$ cat src/rtl/hilo_mdu_ctrl.sv
// hilo_mdu_ctrl: EX-stage multiply/divide sequencer that owns the HI/LO write port.
// Performs a one-cycle registered multiply or a one-bit-per-cycle restoring divide on magnitudes.
module hilo_mdu_ctrl #(
    parameter int DIV_ITER = 32,
    parameter int OP_W     = 3
) (
    input  logic            clk,
    input  logic            rst,
    input  logic [OP_W-1:0] op,
    input  logic [31:0]     rs_data,
    input  logic [31:0]     rt_data,
    input  logic            flush,
    input  logic            hold,
    output logic            stallreq,
    output logic            busy,
    output logic [1:0]      hilo_we,
    output logic            hilo_en,
    output logic [63:0]     hilo_data
);
    localparam logic [OP_W-1:0] OP_MULT  = OP_W'(3'd1);
    localparam logic [OP_W-1:0] OP_MULTU = OP_W'(3'd2);
    localparam logic [OP_W-1:0] OP_DIV   = OP_W'(3'd3);
    localparam logic [OP_W-1:0] OP_DIVU  = OP_W'(3'd4);
    localparam logic [OP_W-1:0] OP_MTHI  = OP_W'(3'd5);
    localparam logic [OP_W-1:0] OP_MTLO  = OP_W'(3'd6);
    localparam int              CNT_W    = $clog2(DIV_ITER + 1);
    localparam logic [CNT_W-1:0] CNT_LAST = CNT_W'(DIV_ITER - 1);

    typedef enum logic [1:0] {S_IDLE, S_MUL, S_DIV, S_DONE} state_t;

    state_t           state_q;
    logic [CNT_W-1:0] cnt_q;
    logic [31:0]      a_q, b_q, quot_q, rem_q, dvs_q, hi_q, lo_q;
    logic             sgn_q, qneg_q, rneg_q;

    logic             is_md_s, is_mul_s, is_sgn_s, ge_s;
    logic [63:0]      ext_a_s, ext_b_s, prod_d;
    logic [32:0]      rem_sh_s;
    logic [31:0]      rem_d, quot_d, hi_fin_d, lo_fin_d;

    function automatic logic [31:0] mag(input logic [31:0] v, input logic sgn);
        return (sgn && v[31]) ? (32'd0 - v) : v;
    endfunction

    assign is_mul_s = (op == OP_MULT) || (op == OP_MULTU);
    assign is_md_s  = is_mul_s || (op == OP_DIV) || (op == OP_DIVU);
    assign is_sgn_s = (op == OP_MULT) || (op == OP_DIV);

    // Datapath: product of the latched operands and one restoring-divide step.
    always_comb begin
        ext_a_s  = sgn_q ? {{32{a_q[31]}}, a_q} : {32'd0, a_q};
        ext_b_s  = sgn_q ? {{32{b_q[31]}}, b_q} : {32'd0, b_q};
        prod_d   = ext_a_s * ext_b_s;
        rem_sh_s = {rem_q, quot_q[31]};
        ge_s     = (rem_sh_s >= {1'b0, dvs_q});
        if (ge_s) begin
            rem_d  = rem_sh_s[31:0] - dvs_q;
            quot_d = {quot_q[30:0], 1'b1};
        end else begin
            rem_d  = rem_sh_s[31:0];
            quot_d = {quot_q[30:0], 1'b0};
        end
        lo_fin_d = qneg_q ? (32'd0 - quot_d) : quot_d;
        hi_fin_d = rneg_q ? (32'd0 - rem_d) : rem_d;
    end

    // Sequencer state, iteration counter and result registers.
    always_ff @(posedge clk) begin
        if (rst) begin
            state_q <= S_IDLE;
            cnt_q   <= '0;
            a_q     <= 32'd0;
            b_q     <= 32'd0;
            quot_q  <= 32'd0;
            rem_q   <= 32'd0;
            dvs_q   <= 32'd0;
            hi_q    <= 32'd0;
            lo_q    <= 32'd0;
            sgn_q   <= 1'b0;
            qneg_q  <= 1'b0;
            rneg_q  <= 1'b0;
        end else if (flush) begin
            state_q <= S_IDLE;
            cnt_q   <= '0;
        end else begin
            case (state_q)
                S_IDLE: begin
                    if (is_md_s) begin
                        a_q     <= rs_data;
                        b_q     <= rt_data;
                        sgn_q   <= is_sgn_s;
                        quot_q  <= mag(rs_data, is_sgn_s);
                        dvs_q   <= mag(rt_data, is_sgn_s);
                        rem_q   <= 32'd0;
                        qneg_q  <= is_sgn_s && (rs_data[31] ^ rt_data[31]);
                        rneg_q  <= is_sgn_s && rs_data[31];
                        cnt_q   <= '0;
                        state_q <= is_mul_s ? S_MUL : S_DIV;
                    end
                end
                S_MUL: begin
                    hi_q    <= prod_d[63:32];
                    lo_q    <= prod_d[31:0];
                    state_q <= S_DONE;
                end
                S_DIV: begin
                    // A zero divisor short-circuits to the architected HI=rs, LO=all-ones result.
                    if (dvs_q == 32'd0) begin
                        hi_q    <= a_q;
                        lo_q    <= 32'hFFFF_FFFF;
                        cnt_q   <= '0;
                        state_q <= S_DONE;
                    end else begin
                        quot_q <= quot_d;
                        rem_q  <= rem_d;
                        if (cnt_q == CNT_LAST) begin
                            hi_q    <= hi_fin_d;
                            lo_q    <= lo_fin_d;
                            cnt_q   <= '0;
                            state_q <= S_DONE;
                        end else begin
                            cnt_q <= cnt_q + CNT_W'(1'b1);
                        end
                    end
                end
                S_DONE: begin
                    if (!hold) begin
                        state_q <= S_IDLE;
                    end
                end
                default: state_q <= S_IDLE;
            endcase
        end
    end

    // Port outputs: IDLE reacts to op in the same cycle, DONE replays the result registers.
    always_comb begin
        stallreq  = 1'b0;
        hilo_we   = 2'b00;
        hilo_en   = 1'b0;
        hilo_data = 64'd0;
        busy      = (state_q != S_IDLE);
        if (rst || flush) begin
            stallreq = 1'b0;
        end else begin
            case (state_q)
                S_IDLE: begin
                    if (is_md_s) begin
                        stallreq = 1'b1;
                    end else if (op == OP_MTHI) begin
                        hilo_we   = 2'b10;
                        hilo_en   = 1'b1;
                        hilo_data = {rs_data, rs_data};
                    end else if (op == OP_MTLO) begin
                        hilo_we   = 2'b01;
                        hilo_en   = 1'b1;
                        hilo_data = {rs_data, rs_data};
                    end else begin
                        stallreq = 1'b0;
                    end
                end
                S_MUL, S_DIV: stallreq = 1'b1;
                S_DONE: begin
                    hilo_we   = 2'b11;
                    hilo_en   = 1'b1;
                    hilo_data = {hi_q, lo_q};
                end
                default: stallreq = 1'b0;
            endcase
        end
    end
endmodule

$ cat config.mk
export PLATFORM = sky130hd
export DESIGN_NAME = hilo_mdu_ctrl
export DESIGN_NICKNAME = d
export VERILOG_FILES = /design/src/rtl/hilo_mdu_ctrl.sv
export SDC_FILE = /design/constraint.sdc
export NUM_CORES = 2
export LEC_CHECK = 0
export ABC_AREA = 1
export BUFFER_PORTS_ARGS = -buffer_cell sky130_fd_sc_hd__buf_2
export CAP_MARGIN = 20
export CORE_MARGIN = 1.5
export CORE_UTILIZATION = 30
export DETAILED_ROUTE_END_ITERATION = 10
export MAX_ROUTING_LAYER = met4
export PLACE_DENSITY = 0.49
export SLEW_MARGIN = 5
export SYNTH_ARGS = -nofsm -noshare
export SYNTH_HDL_FRONTEND = slang
export SYNTH_SLANG_ARGS = --single-unit
$ cat constraint.sdc
create_clock -name clk -period 11.9 [get_ports clk]
set_input_delay 1.19 -clock clk [delete_from_list [all_inputs] [get_ports clk]]
set_output_delay 1.19 -clock clk [all_outputs]
set_load 0.03 [all_outputs]
==> results by group <==
Global routing
  • All-layer global routing usage: 0.219
  • Largest net degree at the start of global routing: 71
  • First-pass GRT wire length: 358000 µm
  • Initial antenna violation count: 8
  • Number of global-route vias before repair: 56400
  • Grt ovf: 0

Clock network
  • TritonCTS clock tree: done
  • Clock root cell: clkbuf_16
  • # resized after CTS: 0
  • Sink Count: 234
  • Clock Latency Late Sink: 0.62 ns
  • Max Buffers Root-to-Sink: 3
  • CTS Buf Count: 28
  • CTS HTree Levels: 1
  • Clock-pin transition on the worst setup and hold timing paths: 0.07 ns
  • Cts hold-fix bufs: 0
  • Post-CTS Setup Inserts: 0

Die
  • # IOs: 140
  • Die Wd: 472 µm
  • Die area: 223000 µm²
  • Num rows: 171
  • Die Y: 472 µm
  • Starting density of the core: 0.303
  • Core area: 218000 µm²

Setup path
  • Reg-to-reg slack, setup: 1.66 ns
  • Buf+Inv Stages, Crit Path: 8
  • Crit end category: register
  • Critical Path AT: 10.77 ns
  • Nature of the critical path startpoint: register
  • Cell family with most CP delay: adder cells
  • Crit Path Category: register to register
  • Largest fanout on the critical path: 16
  • Crit-path slowest cell: fa_1
  • Crit-path max cell delay: 0.88 ns
  • CP required: 12.43 ns
  • Cell mode on critical path: fa_1

Routing
  • Avg WL per Cell: 20.5 µm
  • Residual DRC: 0
  • Initial DRC count: 3759
  • Routed vias/inst: 4.72
  • Total Wirelength: 234000 µm
  • Antenna-violating nets left: 0
  • Via count: 53900
  • DRT Pass-1 Iters: 6

Yosys
  • Top-count cell post-synth: inv_1
  • Post-synthesis cell type count: 62
  • Avg Cell Area, Syn: 7.60 µm²
  • Count of flip-flops with a built-in enable after synthesis: 0
  • Synth Net Count: 10500
  • Top_reg_cell synth: dfxtp_1
  • Synth Cell Area: 65900 µm²
  • #FFs+latches synth: 234
  • Mapped Cells: 8672
  • Synth area leader: fa_1
  • Post-synthesis async set-or-reset flop share: 0
  • Yosys top cell area share: 0.431
  • Ranking of synthesized cells by area: fa_1 (43%), inv_1 (15%), nand2_1 (10%), dfxtp_1 (7.1%), ha_1 (6.6%)
  • Commonest cells post-synth: inv_1 (2588), nand2_1 (1805), fa_1 (1420), clkbuf_1 (368), nor2_1 (367)
  • Sequential share of the synthesized area: 0.0711
  • YS warnings: 0

Final layout
  • Nets@finish: 10400
  • Final Non-Filler Cells: 11400
  • Post-route cell area: 70500 µm²
  • Area Growth Syn to Fin: 6.99%
  • Share of cells above drive strength 1: 0.0543
  • Fill count: 23500

STA
  • Clock Skews: 0.0513 ns
  • Min Tclk post-route: 10.24 ns
  • Setup WS post-layout: 1.66 ns
  • RSZ-0062 raised after global routing: false
  • Worst slew margin: 0.171
  • Final setup TNS: 0 ns
  • Period utilization: 0.860
  • Setup Viol. Count Final: 0
  • Slew @ Worst Pin: 1.23 ns
  • Fin. Hold Viols: 0
  • FMAX: 97.7 MHz
  • Final Max Tran Viols: 0

Pwr
  • Power Density: 69.5 nW/µm²
  • Leakage power: 39.7 nW
  • Peak supply drop: 107 µV

Place
  • Final GP Congestion: 0.956
  • Inst Count DP: 11400
  • IO Port Bufs: 139
  • Placed cell area: 69500 µm²
  • DP Worst Slack: 1.71 ns
  • Hpwl dp: 197000 µm

Job
  • Max-cap violations: 0

Outcome
  • Run status: completed

Hold path
  • Tightest Hold Check Type: register to register
==> tightest hold or removal path: cells and delay by family, from the launching register on <==
| kind | cells | cell delay, ns |
|---|---|---|
| and+or+nand+nor | 1 | 0.06 |
| DFF | 1 | 0.32 |
| AOI/OAI and AO/OA | 1 | 0.05 |
==> registers in the layout (all words and copies together) (netlist names) <==
register  flops
a_q          32
rneg_q        1
lo_q         32
quot_q       32
qneg_q        1
state_q       2
hi_q         32
cnt_q         6
dvs_q        31
rem_q        32
b_q          32
sgn_q         1
==> power breakdown <==
| part | switching [mW] | leakage (nW) | total [mW] | internal (mW) |
|---|---|---|---|---|
| clock | 0.404 | 0.498 | 0.994 | 0.590 |
| sequential | 0.120 | 1.92 | 0.964 | 0.844 |
| combinational | 2.04 | 37.3 | 2.95 | 0.901 |
| total | 2.57 | 39.7 | 4.90 | 2.34 |
==> cell type report <==
cell class / instances / area, µm² / share of cell area
multi-input cells: 5423 / 49900 / 0.708
inverters: 2613 / 9810 / 0.139
flip-flops and latches: 234 / 4720 / 0.0669
well taps: 2854 / 3570 / 0.0506
repair buffers: 243 / 1500 / 0.0213
clock buffers: 34 / 773 / 0.0110
clock inverters: 14 / 238 / 0.00337
diodes: 3 / 7.51 / 0.000106
==> layer usage <==
layer	part of all wire	up-vias	global-route usage
met5	0	-	-
met1	0.44	27500	0.289
met3	0.039	267	0.00990
met4	0.036	0	0.0656
met2	0.49	1383	0.363
li1	-	24800	-
==> cells by family (layout without fill, tap and decap cells) <==
family                   after synthesis  after routing  synth area share
other                                  0              3                 0
buffers and inverters               3015           2904             0.173
AND/OR/NAND/NOR                     2672           2672             0.168
adder cells (fa/ha/maj)             1769           1769             0.498
AO/OA/AOI/OAI                        864            864            0.0750
flip-flops                           234            234            0.0711
XOR/XNOR                             118            118            0.0157
==> path summary, 6_finish.rpt <==
kind	from	endpoint	cells after the start
setup / recovery	sgn_q	hi_q[24]	29
hold / removal	b_q[14]	b_q[14]	2
setup reg to reg	sgn_q	hi_q[24]	29
hold reg to reg	b_q[14]	b_q[14]	2
==> per-stage QoR <==
stage	util	hold slack, ns	power (mW)
2_1_floorplan	-	0.446	2.83
3_3_place_gp	0.319	0.465	3.92
3_5_place_dp	0.319	0.470	3.92
4_1_cts	0.324	0.478	4.94
5_1_grt	0.324	0.499	5.30
6_report	0.324	0.478	4.90
==> cell usage in the layout (no fill, tap or decap), drive strengths merged, types with 4 or more instances in the layout <==
cell / count
or2: 31
nor2: 390
o22ai: 4
ha: 349
o211ai: 29
xnor2: 50
nand4: 30
clkbuf: 35
o21a: 8
a211oi: 19
nor3: 58
o32ai: 13
fa: 1420
nand3b: 27
nand3: 261
inv: 2609
a21oi: 351
nand2: 1843
o31ai: 55
o21ai: 282
o221ai: 9
a21boi: 9
a21o: 11
xor2: 68
clkinv: 11
a221oi: 9
a41oi: 4
dfxtp: 234
bufinv: 6
nor4: 23
and2: 4
a22oi: 4
o21bai: 12
buf: 242
a31oi: 36
(Power assumes the default switching activity.)
